### src/rtl/fdiv.sv
// fdiv: multi-cycle single-precision divider, y = x1 / x2.
// Restoring radix-2 mantissa division, one quotient bit per cycle, behind a
// start/ready/valid handshake. The number format matches the pipelined fmul:
// no NaN/Inf handling, truncation, flush-to-zero on underflow, and saturation
// to an infinity pattern on overflow or division by a zero/denormal divisor.
// Latency is fixed at 26 cycles from the accepting edge to valid, with no
// early exit for special operands.
module fdiv #(
  parameter int QBITS = 25
) (
  input  logic        clk,
  input  logic        rstn,
  input  logic        start,
  input  logic [31:0] x1,
  input  logic [31:0] x2,
  output logic        ready,
  output logic        valid,
  output logic [31:0] y
);

  // Only the 25-bit quotient (1 integer + 24 fraction bits) is supported.
  localparam logic [4:0] CNT_INIT = 5'(QBITS - 1);

  typedef enum logic [1:0] {
    IDLE = 2'd0,
    CALC = 2'd1,
    NORM = 2'd2
  } state_t;

  state_t      state_q,        state_d;
  logic        sign_q,         sign_d;
  logic [7:0]  exp1_q,         exp1_d;
  logic [7:0]  exp2_q,         exp2_d;
  logic [23:0] divisor_q,      divisor_d;
  logic [25:0] rem_q,          rem_d;
  logic [24:0] quot_q,         quot_d;
  logic [4:0]  cnt_q,          cnt_d;
  logic        divByZero_q,    divByZero_d;
  logic        dividendZero_q, dividendZero_d;
  logic        valid_q,        valid_d;
  logic [31:0] y_q,            y_d;

  logic [25:0]       divisorWide;
  logic [25:0]       remDiff;
  logic              remGeq;
  logic signed [9:0] expAdj;
  logic [22:0]       mantOut;
  logic [31:0]       result;

  // Trial subtraction for the current restoring-division step.
  always_comb begin
    divisorWide = {2'b00, divisor_q};
    remGeq      = (rem_q >= divisorWide);
    remDiff     = rem_q - divisorWide;
  end

  // Normalise the finished quotient and apply the special-case priority:
  // bad divisor, zero dividend, underflow, overflow, then the normal result.
  always_comb begin
    if (quot_q[24]) begin
      mantOut = quot_q[23:1];
      expAdj  = $signed({2'b00, exp1_q}) - $signed({2'b00, exp2_q}) + 10'sd127;
    end else begin
      mantOut = quot_q[22:0];
      expAdj  = $signed({2'b00, exp1_q}) - $signed({2'b00, exp2_q}) + 10'sd126;
    end

    if (divByZero_q) begin
      result = {sign_q, 8'hFF, 23'h0};
    end else if (dividendZero_q) begin
      result = {sign_q, 31'h0};
    end else if (expAdj <= 10'sd0) begin
      result = {sign_q, 31'h0};
    end else if (expAdj >= 10'sd255) begin
      result = {sign_q, 8'hFF, 23'h0};
    end else begin
      result = {sign_q, expAdj[7:0], mantOut};
    end
  end

  // Next-state logic: latch operands in IDLE, iterate in CALC, publish in NORM.
  always_comb begin
    state_d        = state_q;
    sign_d         = sign_q;
    exp1_d         = exp1_q;
    exp2_d         = exp2_q;
    divisor_d      = divisor_q;
    rem_d          = rem_q;
    quot_d         = quot_q;
    cnt_d          = cnt_q;
    divByZero_d    = divByZero_q;
    dividendZero_d = dividendZero_q;
    valid_d        = 1'b0;
    y_d            = y_q;

    case (state_q)
      IDLE: begin
        if (start) begin
          sign_d         = x1[31] ^ x2[31];
          exp1_d         = x1[30:23];
          exp2_d         = x2[30:23];
          divisor_d      = {1'b1, x2[22:0]};
          rem_d          = {2'b00, 1'b1, x1[22:0]};
          quot_d         = '0;
          cnt_d          = CNT_INIT;
          divByZero_d    = (x2[30:23] == 8'h00);
          dividendZero_d = (x1[30:23] == 8'h00);
          state_d        = CALC;
        end
      end

      CALC: begin
        if (remGeq) begin
          quot_d = {quot_q[23:0], 1'b1};
          rem_d  = {remDiff[24:0], 1'b0};
        end else begin
          quot_d = {quot_q[23:0], 1'b0};
          rem_d  = {rem_q[24:0], 1'b0};
        end
        if (cnt_q == 5'd0) begin
          state_d = NORM;
        end else begin
          cnt_d = cnt_q - 5'd1;
        end
      end

      NORM: begin
        y_d     = result;
        valid_d = 1'b1;
        state_d = IDLE;
      end

      default: begin
        state_d = IDLE;
      end
    endcase
  end

  // State and datapath registers; reset discards any in-flight division.
  always_ff @(posedge clk or negedge rstn) begin
    if (!rstn) begin
      state_q        <= IDLE;
      sign_q         <= 1'b0;
      exp1_q         <= 8'h00;
      exp2_q         <= 8'h00;
      divisor_q      <= 24'h0;
      rem_q          <= 26'h0;
      quot_q         <= 25'h0;
      cnt_q          <= 5'd0;
      divByZero_q    <= 1'b0;
      dividendZero_q <= 1'b0;
      valid_q        <= 1'b0;
      y_q            <= 32'h0;
    end else begin
      state_q        <= state_d;
      sign_q         <= sign_d;
      exp1_q         <= exp1_d;
      exp2_q         <= exp2_d;
      divisor_q      <= divisor_d;
      rem_q          <= rem_d;
      quot_q         <= quot_d;
      cnt_q          <= cnt_d;
      divByZero_q    <= divByZero_d;
      dividendZero_q <= dividendZero_d;
      valid_q        <= valid_d;
      y_q            <= y_d;
    end
  end

  assign ready = (state_q == IDLE);
  assign valid = valid_q;
  assign y     = y_q;

endmodule

### config.mk
export PLATFORM = sky130hd
export DESIGN_NAME = fdiv
export DESIGN_NICKNAME = d
export VERILOG_FILES = /design/src/rtl/fdiv.sv
export SDC_FILE = /design/constraint.sdc
export NUM_CORES = 1
export LEC_CHECK = 0
export CORE_ASPECT_RATIO = 0.8
export CORE_MARGIN = 4
export CORE_UTILIZATION = 41
export CTS_CLUSTER_DIAMETER = 100
export DETAILED_ROUTE_END_ITERATION = 8
export SLEW_MARGIN = 10
export SYNTH_ARGS = -nofsm -noshare
export SYNTH_HDL_FRONTEND = slang
export SYNTH_SLANG_ARGS = --single-unit
### constraint.sdc
create_clock -name clk -period 4.95 [get_ports clk]
set_clock_uncertainty 0.05 [all_clocks]
set_input_delay 0.99 -clock clk [delete_from_list [all_inputs] [get_ports clk]]
set_output_delay 0.99 -clock clk [all_outputs]
set_load 0.02 [all_outputs]
Word-level counts from Yosys, hierarchy flattened. Index checks and enable logic that the tools add are counted.

Bits in registers: 134. Bits of input ports: 67. Output and inout bits: 34. Word-level logic and storage cells: 54.

Add/sub/neg operators: 5. Magnitude comparators: 3. Equal/unequal tests: 5. Multiplexer cells: 19. Bitwise operators: 1. Reductions and logical operators: 9.

Operators by type and width (count): two-way mux 31 bit (4); two-way mux 26 bit (2); case mux 26 bit (2 select lines) (1); case mux 25 bit (2 select lines) (1); >= comparator 26 x 24 -> 1 bit (1); two-way mux 25 bit (1); subtractor 25 x 24 -> 25 bit (1); two-way mux 23 bit (1); adder 9 x 8 -> 10 bit, second input constant (2); logical NOT 8 bit (2); >= comparator 10 x 9 -> 1 bit, second input constant (1); <= comparator 10 x 1 -> 1 bit, second input constant (1); two-way mux 10 bit (1); two-way mux 5 bit (2); case mux 5 bit (2 select lines) (1); subtractor 8 x 8 -> 9 bit (1); inequality test 2 bit, second input constant (3); AND reduction 2 bit (3); logical NOT 5 bit (1); subtractor 5 x 1 -> 5 bit, second input constant (1); two-way mux 2 bit (2); case mux 2 bit (2 select lines) (1); AND reduction 3 bit (1); == test 2 x 1 -> 1 bit, second input constant (1); 5 further kinds (6).

Logic depth before layout (Yosys ltp). Gate-level depths: netlist (run 1).

Word-level depth: 8. Mapped depth: 16. Mapped depth without buffers: 14.

Worst setup path before layout (run 1). OpenSTA, ideal clock, no wires.

Kind: register -> register. Start: register exp1_q[1]. End: register y_q[10], in the netlist y[10]. Library setup time: 0.147 ns. Arrival time: 3.274 ns. Data required time: 4.753 ns. Slack: 1.479 ns. Stages on the path, launching flop included: 16. Path buffers: 2. Path through: dfrtp_1 ha_1 nor2b_1 o21ai_0 nand2_1 ha_1 nand3b_1 and2_1 buf_2 a31oi_1 a211oi_1 o211ai_1 or4_4 nor2_4 buf_6 o41ai_2.

Word-level cells in the longest chain between the ends: 8. Elaborated cells on any way between the ends: 10. Classes of those cells: add/sub: 3; order compare: 2; mux: 5.

RTL lines: start, declared (line 32) `logic [7:0] exp1_q, exp1_d;`; start signal, assigned (line 157) `exp1_q <= exp1_d;`; subtractor 8 x 8 -> 9 bit * (line 62, 65); adder 9 x 8 -> 10 bit (on tied branches) (line 65, 62); two-way mux 10 bit * (line 60) `if (quot_q[24]) begin`; >= comparator 10 x 9 -> 1 bit (line 74) `end else if (expAdj >= 10'sd255) begin`; two-way mux 31 bit (line 74); two-way mux 31 bit * (line 72) `end else if (expAdj <= 10'sd0) begin`; two-way mux 31 bit * (line 70) `end else if (dividendZero_q) begin`; two-way mux 31 bit * (line 68) `if (divByZero_q) begin`; end signal, assigned (line 166) `y_q <= y_d;`; end, declared (line 41) `logic [31:0] y_q, y_d;`.

Every way passes the cells marked *; elsewhere a longest branch is shown, timed or not. A chain may end at the register's enable or synchronous reset.

Final worst setup path (run 1).
Start: register exp1_q[1]. End: register y_q[14], in the netlist y[14].

The elaborated chain is that of the path after synthesis.

==> impl_metrics.json, run 1 <==
{
  "status": "completed",
  "internal_power_w": 0.004355,
  "grt_antenna_before_repair": 0,
  "final-seq-area_um2": 3353,
  "viasPerCell": 5.454,
  "cts_root_buf": "clkbuf_16",
  "grt_pass1_vias": 7112,
  "overflow": 0,
  "synth_edf_count": 0,
  "min-delay-start": "divisor_q[23]",
  "dp.cells": 1263,
  "antennaDiodeCount": 0,
  "core_um2": 19910,
  "pwr-share-seq": 0.218,
  "initial_core_util": 0.4189,
  "wl_um": 21490,
  "clk_pin_slew_worst_paths_ns": 0.06,
  "fmax_mhz": 246.3,
  "switching_share": 0.4612,
  "worstPathMaxFanout": 23,
  "wl_met3_um": 917,
  "syn_inst": 942,
  "multi_input_comb_area_um2": 4573,
  "instances_no_fill": 1295,
  "synthAdderAreaFrac": 0.05939,
  "syn_avg_cell_area_um2": 8.857,
  "worstSetupPathType": "flip-flop to flip-flop",
  "synth_area_leaders": "dfrtp_1 (40%), nand2_1 (9.7%), ha_1 (5.7%), o21ai_0 (4.6%), o41ai_2 (3.9%)",
  "hold_depth": 2,
  "synth_top_family_by_area": "compound AO/OA/AOI/OAI gates",
  "ctsHoldBuffers": 0,
  "p_leak_nw": 4.355,
  "nFillCells": 1947,
  "p_comb_frac": 0.606,
  "min_path_type": "flip-flop to flip-flop",
  "synthesis.area_um2": 8343,
  "net-switching-power_w": 0.003728,
  "start_kind": "flip-flop",
  "cts_tree": "built",
  "ys_ff_latch": 134,
  "die_area_um2": 22710,
  "cts_made_buffers": 17,
  "required_ns": 5.20,
  "pwr-share-clk": 0.177,
  "cap_viol_max_count": 0,
  "async_flop_share": 1.000,
  "r2r_start": "exp1_q[1]",
  "dp_slack_ns": 1.004,
  "cts_setup_buffers": 0,
  "syn_to_final_growth_pct": 22.05,
  "period_minus_slack_ns": 4.061,
  "port_buffers": 100,
  "grt_pass1_wl_um": 36550,
  "end_kind": "flip-flop",
  "finalCritPeriodShare": 0.8203,
  "std_cell_rows": 46,
  "postRouteAntennaNets": 0,
  "synth-xor-area-share": 0.03029,
  "wl_met1_um": 11120,
  "synth.yosys.seq_area_share": 0.4019,
  "synthMuxAreaShare": 0.03254,
  "gp_congestion": 0.8666,
  "wl_per_cell_um": 16.60,
  "yosysWarnings": 0,
  "drtIter0Drc": 428,
  "track_usage": 0.1959,
  "boundaryPins": 101,
  "worst_slack_ns": 0.8893,
  "syn_nets": 1048,
  "die_w_um": 167.5,
  "grt_max_degree": 73,
  "drive_above_1_share": 0.08826,
  "synthFlopType": "dfrtp_1",
  "post_cts_resized": 0,
  "rsz0062_at_grt": "no",
  "finalSetupTns_ns": 0,
  "arrival_ns": 4.31,
  "synthSimpleGateAreaFrac": 0.1935,
  "synth_cell_type_count": 80,
  "firstDrtPassIters": 5,
  "dp_hpwl_um": 14810,
  "synth_top_area_cell": "dfrtp_1",
  "routed.top_layer": "met4",
  "vias": 7063,
  "dr_wl_met2_um": 9262,
  "cts_buffer_depth": 2,
  "reg2reg_to": "y[14]",
  "worst_pin_slew_ns": 0.9758,
  "rrSetupSlack_ns": 0.89,
  "die_height_um": 135.6,
  "slew_headroom": 0.3409,
  "slew_viol_final": 0,
  "r2r_cells": 14,
  "yosysTopAreaCellShare": 0.4019,
  "cts.sinks": 134,
  "setup_viol": 0,
  "holdPathEnd": "divisor_q[23]",
  "htreeDepth": 4,
  "power_density_nw_per_um2": 793.8,
  "fin_nets": 1124,
  "insertion_delay_ns": 0.43,
  "synth_compound_area_frac": 0.2316,
  "peakVddDrop_mv": 0.3812,
  "hold_viol": 0,
  "drc": 0
}
final cells by class:
class	instances	area share
Tap cell	264	0.03244
Clock buffer	19	0.04350
Sequential cell	134	0.3293
Clock inverter	13	0.02138
Inverter	46	0.01696
Timing Repair Buffer	112	0.1073
Multi-Input combinational cell	707	0.4491
metal layers:
metal / GRT usage / up-vias
met4: 0.03785 / 0
li1: - / 3511
met2: 0.2951 / 155
met1: 0.2898 / 3379
met5: 0 / -
met3: 0.04697 / 18
critical path, cell delays in order (launching register included):
cell and delay [ns]:
dfrtp_1 0.38, ha_1 0.35, nor2b_1 0.17, o21ai_0 0.32, nand2_1 0.15, ha_1 0.23
nand3b_1 0.12, and2_1 0.30, a31oi_1 0.15, a211oi_1 0.30, o211ai_1 0.20, or4_4 0.61
nor2_4 0.09, buf_4 0.36, o41ai_2 0.15
Yosys cell counts, types with 9 or more instances:
| cell type | count |
|---|---|
| a211oi_1 | 14 |
| a21o_1 | 14 |
| a21oi_1 | 35 |
| a31oi_1 | 23 |
| clkbuf_1 | 39 |
| dfrtp_1 | 134 |
| ha_1 | 38 |
| inv_1 | 45 |
| mux2i_1 | 26 |
| nand2_1 | 215 |
| nand3_1 | 25 |
| nand4_1 | 9 |
| nor2_1 | 40 |
| nor3_1 | 19 |
| o21ai_0 | 77 |
| o41ai_2 | 20 |
| xnor2_1 | 14 |
| xor2_1 | 9 |
logic make-up (layout without fill, tap and decap cells):
family / Yosys count / in the layout
AND/OR/NAND/NOR: 361 / 361
AO/OA/AOI/OAI: 255 / 255
flip-flops: 134 / 134
buffers and inverters: 101 / 190
adder cells (fa/ha/maj): 39 / 39
multiplexers: 27 / 27
XOR/XNOR: 25 / 25
state kept, by name (all words and copies together), names as in the netlist:
signal          cells
cnt_q               5
divByZero_q         1
dividendZero_q      1
divisor_q          24
exp1_q              8
exp2_q              8
quot_q             25
rem_q              26
sign_q              1
state_q             2
valid               1
y                  32
power groups by stage:
stage	Sequential [W]	Combinational, W	Clock [W]
after floorplan	0.00173	0.00382	0
after global placement	0.00176	0.00478	0
after detailed placement	0.00177	0.00480	0
after CTS	0.00176	0.00486	0.00145
after global routing	0.00181	0.00553	0.00151
final	0.00176	0.00490	0.00143
through the flow:
stage / total power, W / instance area, um2 / hold slack (ns) / utilization
after detailed placement: 0.006576 / 9522 / 0.3875 / 0.4781
final: 0.008082 / 10180 / 0.3963 / 0.5113
after CTS: 0.008069 / 10180 / 0.4026 / 0.5113
after floorplan: 0.005543 / 8343 / 0.3681 / -
after global routing: 0.008843 / 10180 / 0.4168 / 0.5113
after global placement: 0.006544 / 9522 / 0.3809 / 0.4781
placed cells by master (no fill, tap or decap), types with 6 or more instances in the layout:
cell type	instances
nand3_1	25
dfrtp_1	134
a21o_1	14
nor3_1	19
xnor2_1	14
clkdlybuf4s50_1	99
mux2i_1	26
clkbuf_16	17
nand2_1	215
o41ai_2	20
a21oi_1	35
nor2_1	40
o21ai_0	77
o22ai_1	6
o31ai_1	8
buf_4	12
ha_1	38
nand4_1	9
a31oi_1	23
inv_1	45
a211oi_1	14
nand2b_1	6
xor2_1	9
worst max-delay path by stage:
stage / from / to / slack (ns)
after floorplan: exp1_q[1] / y[10] / 1.48
after global placement: exp1_q[1] / y[1] / 1.10
after detailed placement: exp1_q[1] / y[14] / 1.00
after CTS: exp1_q[1] / y[14] / 0.95
after global routing: exp1_q[1] / y[14] / 0.62
final: exp1_q[1] / y[14] / 0.89
No activity file was read; power rests on OpenSTA's default activity.
==> inputs of run 2 (changes only) <==
Clock period 4.95 ns to 3.65 ns, I/O delays scaled along.
==> impl_metrics.json, run 2 (same netlist as run 1, synthesis figures left out) <==
{
  "status": "completed",
  "insertion_delay_ns": 0.43,
  "worst_path_max_delay_cell": "or4_4",
  "clk_pin_slew_worst_paths_ns": 0.06,
  "dp.cells": 1278,
  "worstSetupPathType": "flip-flop to flip-flop",
  "report.power.total_w": 0.01141,
  "slew_headroom": 0.4765,
  "finalCritPeriodShare": 0.9647,
  "htreeDepth": 4,
  "worstPathMaxFanout": 7,
  "core_um2": 19910,
  "antennaDiodeCount": 0,
  "boundaryPins": 101,
  "required_ns": 3.89,
  "mostFrequentLayoutCell": "nand2_1",
  "instances_no_fill": 1314,
  "die_area_um2": 22710,
  "syn_to_final_growth_pct": 23.94,
  "crit_buf_inv": 0,
  "cts.sinks": 134,
  "grt_pass1_vias": 6934,
  "rrSetupSlack_ns": 0.13,
  "finalSetupTns_ns": 0,
  "grt_max_degree": 83,
  "r2r_cells": 13,
  "min_path_type": "input port to asynchronous set/reset pin",
  "arrival_ns": 3.76,
  "cts_root_buf": "clkbuf_16",
  "drc": 0,
  "dp_hpwl_um": 14990,
  "worst_pin_slew_ns": 0.7853,
  "reg2reg_to": "y[25]",
  "vias": 7163,
  "nFillCells": 1913,
  "fin_nets": 1144,
  "period_minus_slack_ns": 3.521,
  "ctsHoldBuffers": 0,
  "largest_reg_flops": 32,
  "initial_core_util": 0.4189,
  "viasPerCell": 5.451,
  "critPathMostFrequentCell": "ha_1",
  "cts_buffer_depth": 2,
  "grt_pass1_wl_um": 35790,
  "die_height_um": 135.6,
  "gp_congestion": 0.8609,
  "power_density_nw_per_um2": 1103,
  "grt_antenna_before_repair": 0,
  "firstDrtPassIters": 5,
  "track_usage": 0.1909,
  "r2r_start": "exp1_q[1]",
  "hold_viol": 0,
  "start_kind": "flip-flop",
  "cap_viol_max_count": 0,
  "peakVddDrop_mv": 0.5674,
  "wl_per_cell_um": 16.53,
  "overflow": 0,
  "port_buffers": 100,
  "p_leak_nw": 4.437,
  "die_w_um": 167.5,
  "drtIter0Drc": 451,
  "cts_made_buffers": 17,
  "drive_above_1_share": 0.1143,
  "path_cells": "ha_1 -> nor2b_1 -> or3_4 -> nand2_1 -> ha_1 -> nand3b_1 -> and2_4 -> a31oi_4 -> a2111o_1 -> o211ai_1 -> or4_4 -> o31ai_4 -> nor3_1",
  "rsz0062_at_grt": "yes",
  "slew_viol_final": 0,
  "setup_viol": 0,
  "final_util": 0.5192,
  "end_kind": "flip-flop",
  "cp_top_family": "simple AND/OR/NAND/NOR gates",
  "final_cell_mix": "nand2_1 (215), dfrtp_1 (134), clkdlybuf4s50_1 (99)",
  "fmax_mhz": 284.0,
  "std_cell_rows": 46,
  "postRouteAntennaNets": 0,
  "cts_tree": "built",
  "wl_um": 21720,
  "max_stage_delay_ns": 0.56
}
run 2: power breakdown:
group / internal [W] / switching, W / total (W)
logic: 0.00306 / 0.00432 / 0.00739
registers: 0.00204 / 0.000343 / 0.00238
clock network: 0.000946 / 0.000695 / 0.00164
total: 0.00605 / 0.00536 / 0.0114
run 2: layer usage:
layer  global-route usage  up-vias  part of all wire
met2               0.2833      153              0.44
met1               0.2858     3425              0.51
met5                    0        -                 0
met3              0.03676       23             0.040
li1                     -     3562                 -
met4              0.05092        0             0.013
run 2: through the flow:
step                hold slack, ns  worst slack [ns]  area [um2]
global route                0.3662          -0.04520       10340
floorplan                   0.3681            0.1794        8343
detailed placement          0.3872           0.04209        9647
CTS                         0.3260           0.03152       10200
finish                      0.2826            0.1288       10340
global placement            0.3806           0.07075        9647
run 2: final cells by class:
type | instances | area [um2] | area share
multi-input cells | 708 | 4682 | 0.4528
flip-flops and latches | 134 | 3353 | 0.3243
repair buffers | 131 | 1247 | 0.1206
clock buffers | 19 | 432.9 | 0.04187
well taps | 264 | 330.3 | 0.03195
inverters | 46 | 172.7 | 0.01670
clock inverters | 12 | 121.4 | 0.01174
run 2: what timing repair did:
action / 4_1_cts / 5_1_grt
endpoints found under the setup margin: 4 / 30
setup buffers: 0 / 4
resized for setup: 1 / 16
pin swaps: 0 / 7
cloned: 0 / 1
run 2: how the worst max path moves through the flow:
stage                          from    end  slack, ns  cells after the start
after floorplan           exp1_q[1]  y[10]       0.18                     15
final                     exp1_q[1]  y[25]       0.13                     13
after detailed placement  exp1_q[1]  y[14]       0.04                     13
after CTS                 exp1_q[1]  y[14]       0.03                     14
after global placement    exp1_q[1]  y[26]       0.07                     12
after global routing      exp1_q[1]  y[24]      -0.05                     12
==> inputs of run 3 (changes only) <==
Settings changed: CORE_MARGIN 4 to not set.
==> impl_metrics.json, run 3 (same netlist as run 1, synthesis figures left out) <==
{
  "r2r_start": "exp1_q[1]",
  "largest_reg_flops": 32,
  "grt_antenna_before_repair": 0,
  "worst_pin_slew_ns": 0.9752,
  "arrival_ns": 3.76,
  "std_cell_rows": 46,
  "postRouteAntennaNets": 0,
  "wl_per_cell_um": 16.00,
  "cts_buffer_depth": 2,
  "rrSetupSlack_ns": 0.14,
  "track_usage": 0.2073,
  "period_minus_slack_ns": 3.512,
  "die_w_um": 161.5,
  "finalCritPeriodShare": 0.9621,
  "wl_um": 20960,
  "initial_core_util": 0.4202,
  "cts_tree": "built",
  "final-seq-area_um2": 3353,
  "worstSetupPathType": "flip-flop to flip-flop",
  "grt_pass1_vias": 6584,
  "internal_power_w": 0.005896,
  "hold_viol": 0,
  "worstPathMaxFanout": 23,
  "switching_share": 0.4647,
  "start_kind": "flip-flop",
  "boundaryPins": 101,
  "insertion_delay_ns": 0.43,
  "clk_pin_slew_worst_paths_ns": 0.07,
  "grt_pass1_wl_um": 34330,
  "firstDrtPassIters": 5,
  "post-route-cell-area_um2": 10270,
  "pwr-share-clk": 0.158,
  "startpoint": "exp1_q[1]",
  "required_ns": 3.89,
  "nFillCells": 1868,
  "mostFrequentLayoutCell": "nand2_1",
  "slew_viol_final": 0,
  "fmax_mhz": 284.8,
  "die_height_um": 129.6,
  "p_leak_nw": 4.415,
  "cts_root_buf": "clkbuf_16",
  "viasPerCell": 5.402,
  "peakVddDrop_mv": 0.5968,
  "antennaDiodeCount": 0,
  "final_cell_mix": "nand2_1 (215), dfrtp_1 (134), clkdlybuf4s50_1 (99)",
  "grt_max_degree": 70,
  "dp_hpwl_um": 14760,
  "fin_nets": 1139,
  "dpl-instance-area_um2": 9652,
  "gp_congestion": 0.8810,
  "vias": 7076,
  "setup_viol": 0,
  "end_kind": "flip-flop",
  "pwr-share-seq": 0.217,
  "dp.cells": 1277,
  "syn_to_final_growth_pct": 23.06,
  "slew_headroom": 0.3499,
  "drtIter0Drc": 590,
  "cts_made_buffers": 17,
  "min_path_type": "input port to asynchronous set/reset pin",
  "dp_slack_ns": -0.0007330,
  "p_comb_frac": 0.625,
  "net-switching-power_w": 0.005118,
  "cap_viol_max_count": 0,
  "overflow": 0,
  "status": "completed",
  "htreeDepth": 4,
  "worst_slack_ns": 0.1383,
  "drc": 0,
  "die_area_um2": 20930,
  "multi_input_comb_area_um2": 4597,
  "ctsHoldBuffers": 0,
  "power_density_nw_per_um2": 1073,
  "cts.sinks": 134,
  "instances_no_fill": 1310,
  "port_buffers": 100,
  "drive_above_1_share": 0.1042,
  "core_um2": 19860
}
run 3: worst paths after layout:
path                                  to  depth (start not counted)
hold reg to reg            divisor_q[23]                          2
max in group asynchronous           y[6]                          2
setup / recovery                   y[20]                         13
min in group clk           divisor_q[23]                          2
setup reg to reg                   y[20]                         13
hold / removal                 exp1_q[6]                          1
run 3: per-stage QoR:
step / hold slack, ns / setup TNS [ns] / total power (W) / util
2_1_floorplan: 0.3681 / 0 / 0.007517 / -
3_3_place_gp: 0.3848 / 0 / 0.009095 / 0.4861
3_5_place_dp: 0.3927 / -0.0007330 / 0.009147 / 0.4861
4_1_cts: 0.1772 / 0 / 0.01095 / 0.5158
5_1_grt: 0.1995 / -0.008763 / 0.01198 / 0.5171
6_report: 0.1780 / 0 / 0.01101 / 0.5171
run 3: final cells by class:
cell class	instances	area share
clock buffer	19	0.04216
clock inverter	13	0.01438
tap	264	0.03217
timing repair buffer	127	0.1202
sequential	134	0.3266
inverter	46	0.01682
multi-input combinational	707	0.4477
run 3: what timing repair did:
| action | in CTS | in global routing |
|---|---|---|
| pin swaps | 1 | 1 |
| endpoints found under the setup margin | 13 | 30 |
| resized for setup | 1 | 6 |
| gates cloned | 0 | 0 |
| buffers inserted | 1 | 0 |
run 3: power by group through the flow:
| stage | clock [W] | combinational, W | sequential (W) |
|---|---|---|---|
| finish | 0.00174 | 0.00688 | 0.00239 |
| global route | 0.00183 | 0.00770 | 0.00245 |
| CTS | 0.00178 | 0.00679 | 0.00239 |
| detailed placement | 0 | 0.00674 | 0.00241 |
| global placement | 0 | 0.00670 | 0.00240 |
| floorplan | 0 | 0.00518 | 0.00234 |
run 3: worst max-delay path, stage by stage, from the launching register on:
cell and delay, ns:
dfrtp_1 0.40, ha_1 0.31, nor2b_1 0.15, or3_1 0.37
nand2_1 0.13, ha_1 0.17, and2_4 0.20, a31oi_2 0.11
a211oi_1 0.29, o211ai_1 0.21, or4_4 0.56, nor2_4 0.13
buf_12 0.20, o41ai_2 0.10
run 3: metal layers:
| layer | track usage | up-vias | wire, um |
|---|---|---|---|
| met5 | 0 | - | 0 |
| met3 | 0.04577 | 9 | 777 |
| met2 | 0.3005 | 114 | 9102 |
| met1 | 0.3118 | 3419 | 10960 |
| met4 | 0.04772 | 0 | 121 |
| li1 | - | 3534 | - |
==> patch 1, RTL diff (flow settings as in run 1) <==
Make the reset (`rstn`) synchronous in one clocked block.
--- a/src/rtl/fdiv.sv
+++ b/src/rtl/fdiv.sv
@@ -138,5 +138,5 @@
 
   // State and datapath registers; reset discards any in-flight division.
-  always_ff @(posedge clk or negedge rstn) begin
+  always_ff @(posedge clk) begin
     if (!rstn) begin
       state_q        <= IDLE;
Formal check against the unedited RTL: differs if rstn is asserted again (counterexample within 4 cycles, from zero or initial values and one cycle with rstn low); with rstn held inactive, the same outputs for 10 cycles.
==> patch 1 against run 1 <==
  * Global-route usage shrank 0.61 points
  * Design area is 9.8% lower
  * Critical path depth unchanged
  * Worst hold slack worse by 0.00065 ns
  * Sequential cell count stayed put
  * Worst setup slack better by 0.19 ns
  * Area after synthesis down 11%
  * Routed wire length fell by 12%
  * Critical path type unchanged
Power is not compared: it rests on default switching activity, and its combinational part moved more than twofold at a synthesized area within 25%.
==> patch 1: results <==
set metrics [dict create \
    outcome "finished, final reports clean" \
    tns_ns 0 \
    r2r-start "exp2_q[1]$_SDFFE_PN0P_" \
    cts_buffer_depth 2 \
    grtUsageMet1 0.294 \
    global_route.usage.total 0.190 \
    slowest_delay_ns 0.51 \
    fin_cells 1244 \
    dr_total_vias 6519 \
    ys_seq_area_frac 0.363 \
    met2_usage 0.266 \
    min_from "y[2]$_SDFFE_PN0P_" \
    gp_congestion 0.829 \
    yosysUniqueCellTypes 68 \
    placed_area_sq_um 8600 \
    antenna_found_initial 0 \
    reg2reg_to "y[18]$_SDFFE_PN0P_" \
    yosys.area_share.xor_xnor 0.0445 \
    hold_depth 2 \
    hold_path_end "y[2]$_SDFFE_PN0P_" \
    synthAdderAreaFrac 0.0670 \
    reg2reg_slack_ns 1.08 \
    arrival_ns 4.19 \
    grt_pass1_vias 6215 \
    ys_warn_count 0 \
    synthCells 919 \
    synth_compound_area_frac 0.228 \
    n_antenna_cell 0 \
    async_flop_share 0 \
    clk_latency_ns 0.43 \
    numCtsBuffers 17 \
    wl_met1_um 10300 \
    highest_layer "met4" \
    grt_first_pass_wirelength_um 31300 \
    drt_iter0_drc 336 \
    drt-wirelength-per-cell_um 15.2 \
    drive_above_1_share 0.0864 \
    met3_usage 0.0378 \
    synthTopCellsByArea "dfxtp_1 36%, nand2_1 11%, ha_1 6.4%" \
    hpwlAfterDp_um 13100 \
    synth_ff_type "dfxtp_1" \
    crit_path_top_delay_cell "nor4_2" \
    synthTopCellsByCount "208 x nand2_1, 134 x dfxtp_1, 86 x a21oi_1" \
    nets 1112 \
    slew_headroom 0.403 \
    wl_met3_um 844 \
    synth_fp_nets 1025 \
    route.met2.wl_um 7530 \
    grt_start_max_net_pins 64 \
    synth.area.mux_share 0.0475 \
    cpLargestDelayFamily "simple AND/OR/NAND/NOR gates" \
]
-- patch 1: stage by stage --
stage / hold slack [ns] / setup slack (ns) / util
global placement: 0.388 / 1.15 / 0.490
CTS: 0.400 / 1.05 / 0.523
finish: 0.396 / 1.08 / 0.524
detailed placement: 0.390 / 1.07 / 0.490
floorplan: 0.376 / 1.48 / -
global route: 0.421 / 0.722 / 0.524
-- patch 1: how the worst max path moves through the flow --
stage | startpoint | end | cells after the start
global placement | exp2_q[1]$_SDFFE_PN0P_ | y[12]$_SDFFE_PN0P_ | 14
floorplan | exp2_q[1]$_SDFFE_PN0P_ | y[10]$_SDFFE_PN0P_ | 15
global route | exp2_q[1]$_SDFFE_PN0P_ | y[2]$_SDFFE_PN0P_ | 14
CTS | exp2_q[1]$_SDFFE_PN0P_ | y[18]$_SDFFE_PN0P_ | 14
finish | exp2_q[1]$_SDFFE_PN0P_ | y[18]$_SDFFE_PN0P_ | 14
detailed placement | exp2_q[1]$_SDFFE_PN0P_ | y[18]$_SDFFE_PN0P_ | 14
-- patch 1: area by class of cell --
| class | instances | area, sq um |
|---|---|---|
| Multi-Input combinational cell | 691 | 4350 |
| Fill cell | 1701 | 8360 |
| Timing Repair Buffer | 115 | 1120 |
| Tap cell | 225 | 282 |
| Sequential cell | 134 | 2680 |
| Inverter | 47 | 176 |
| Clock buffer | 18 | 439 |
| Clock inverter | 14 | 131 |
-- patch 1: power by group through the flow --
stage	registers (mW)	logic (mW)	clock network [mW]
3_5_place_dp	1.31	2.09	0
2_1_floorplan	1.30	1.61	0
3_3_place_gp	1.31	2.08	0
6_report	1.29	2.11	1.24
4_1_cts	1.29	2.11	1.26
5_1_grt	1.30	2.39	1.31
==> patch 2, RTL diff (flow settings as in run 1) <==
Made on the original files. `QBITS`: 25 -> 12.
--- a/src/rtl/fdiv.sv
+++ b/src/rtl/fdiv.sv
@@ -7,5 +7,5 @@
 // early exit for special operands.
 module fdiv #(
-  parameter int QBITS = 25
+  parameter int QBITS = 12
 ) (
   input  logic        clk,
Formal check against the unedited RTL: no difference found for any inputs over 10 cycles, from zero or initial values and one cycle with rstn low; that may be too few to reach the edited logic, so the function may still have changed.
==> patch 2 against run 1 <==
  * Area after synthesis rose by 3.3%
  * Worst setup slack gained 0.047 ns
  * Via count rose by 3.0%
  * Design area grew 2.2%
  * Non-clock buffer count grew 1
  * Routed wire length shrank 0.50%
  * Sequential cell count is the same
  * Largest cell class unchanged
  * Total power increased by 6.2%
  * Count of clock-buffer cells in the layout is 2 higher
==> patch 2: results <==
set metrics [dict create \
    wirelength_um 21400 \
    drt_iter0_drc 543 \
    outcome "finished, final reports clean" \
    cpLargestDelayFamily "compound AO/OA/AOI/OAI gates" \
    placed_area_sq_um 9810 \
    crit_path_top_delay_cell "a211o_4" \
    arrival_ns 4.29 \
    nets 1190 \
    synth_compound_area_frac 0.212 \
    global_route.usage.total 0.188 \
    dr_total_vias 7273 \
    gp_congestion 0.910 \
    fin_cells 1366 \
    r2r.worst_path.cells 13 \
    yosys.area_share.xor_xnor 0.0315 \
    synth.area.mux_share 0.0470 \
    synthTopCellsByCount "224 x nand2_1, 134 x dfrtp_1, 100 x o21ai_0" \
    synth_fp_nets 1118 \
    grt_first_pass_wirelength_um 35600 \
    ir_drop_uv 450 \
    drive_above_1_share 0.0866 \
    power.leakage_nw 4.51 \
    whs_ns 0.415 \
    place_inst 1334 \
    synthAdderAreaFrac 0.0575 \
    synthCells 1012 \
    slowest_delay_ns 0.52 \
    yosysUniqueCellTypes 77 \
    grt_start_max_net_pins 103 \
    ys_seq_area_frac 0.389 \
    reg2reg_slack_ns 0.94 \
    hpwlAfterDp_um 15000 \
    crit_path_max_fanout 28 \
]
[patch 2: cell types whose count changed in the layout (fill, tap and decap cells not counted), moves of 9 or more]
cell and delta:
a21oi_1 +18, a31oi_1 -14, and3_1 +18, mux2i_1 +13, nand2_1 +9, nor2_1 +14, nor3_1 -10, o21ai_0 +23
o31ai_2 +19, o41ai_2 -20
[patch 2: area by class of cell]
type	instances	area [sq um]
fillers	1973	10300
clock buffers	21	450
well taps	269	337
clock inverters	11	149
inverters	45	169
flip-flops and latches	134	3350
repair buffers	113	1100
multi-input cells	773	4850
[patch 2: layer usage]
metal	global-route usage	part of all wire	vias up
li1	-	-	3689
met1	0.287	0.53	3424
met2	0.273	0.41	140
met3	0.0344	0.041	20
met4	0.0488	0.014	0
met5	0	0	-
[patch 2: worst max path at each step]
stage / from / endpoint / slack (ns) / depth (start not counted)
5_1_grt: exp1_q[1]$_DFFE_PN0P_ / y[2]$_DFFE_PN0P_ / 0.70 / 13
6_report: exp1_q[1]$_DFFE_PN0P_ / y[2]$_DFFE_PN0P_ / 0.94 / 13
4_1_cts: exp1_q[1]$_DFFE_PN0P_ / y[2]$_DFFE_PN0P_ / 0.97 / 13
3_3_place_gp: exp1_q[1]$_DFFE_PN0P_ / y[2]$_DFFE_PN0P_ / 1.13 / 13
2_1_floorplan: exp1_q[1]$_DFFE_PN0P_ / y[10]$_DFFE_PN0P_ / 1.54 / 13
3_5_place_dp: exp1_q[1]$_DFFE_PN0P_ / y[2]$_DFFE_PN0P_ / 0.98 / 13
[patch 2: report_power, final]
group          leakage, nW  switching (mW)  internal [mW]
logic                 2.53            3.37           2.15
clock network        0.284           0.496          0.807
registers             1.70           0.254           1.51
total                 4.51            4.12           4.47
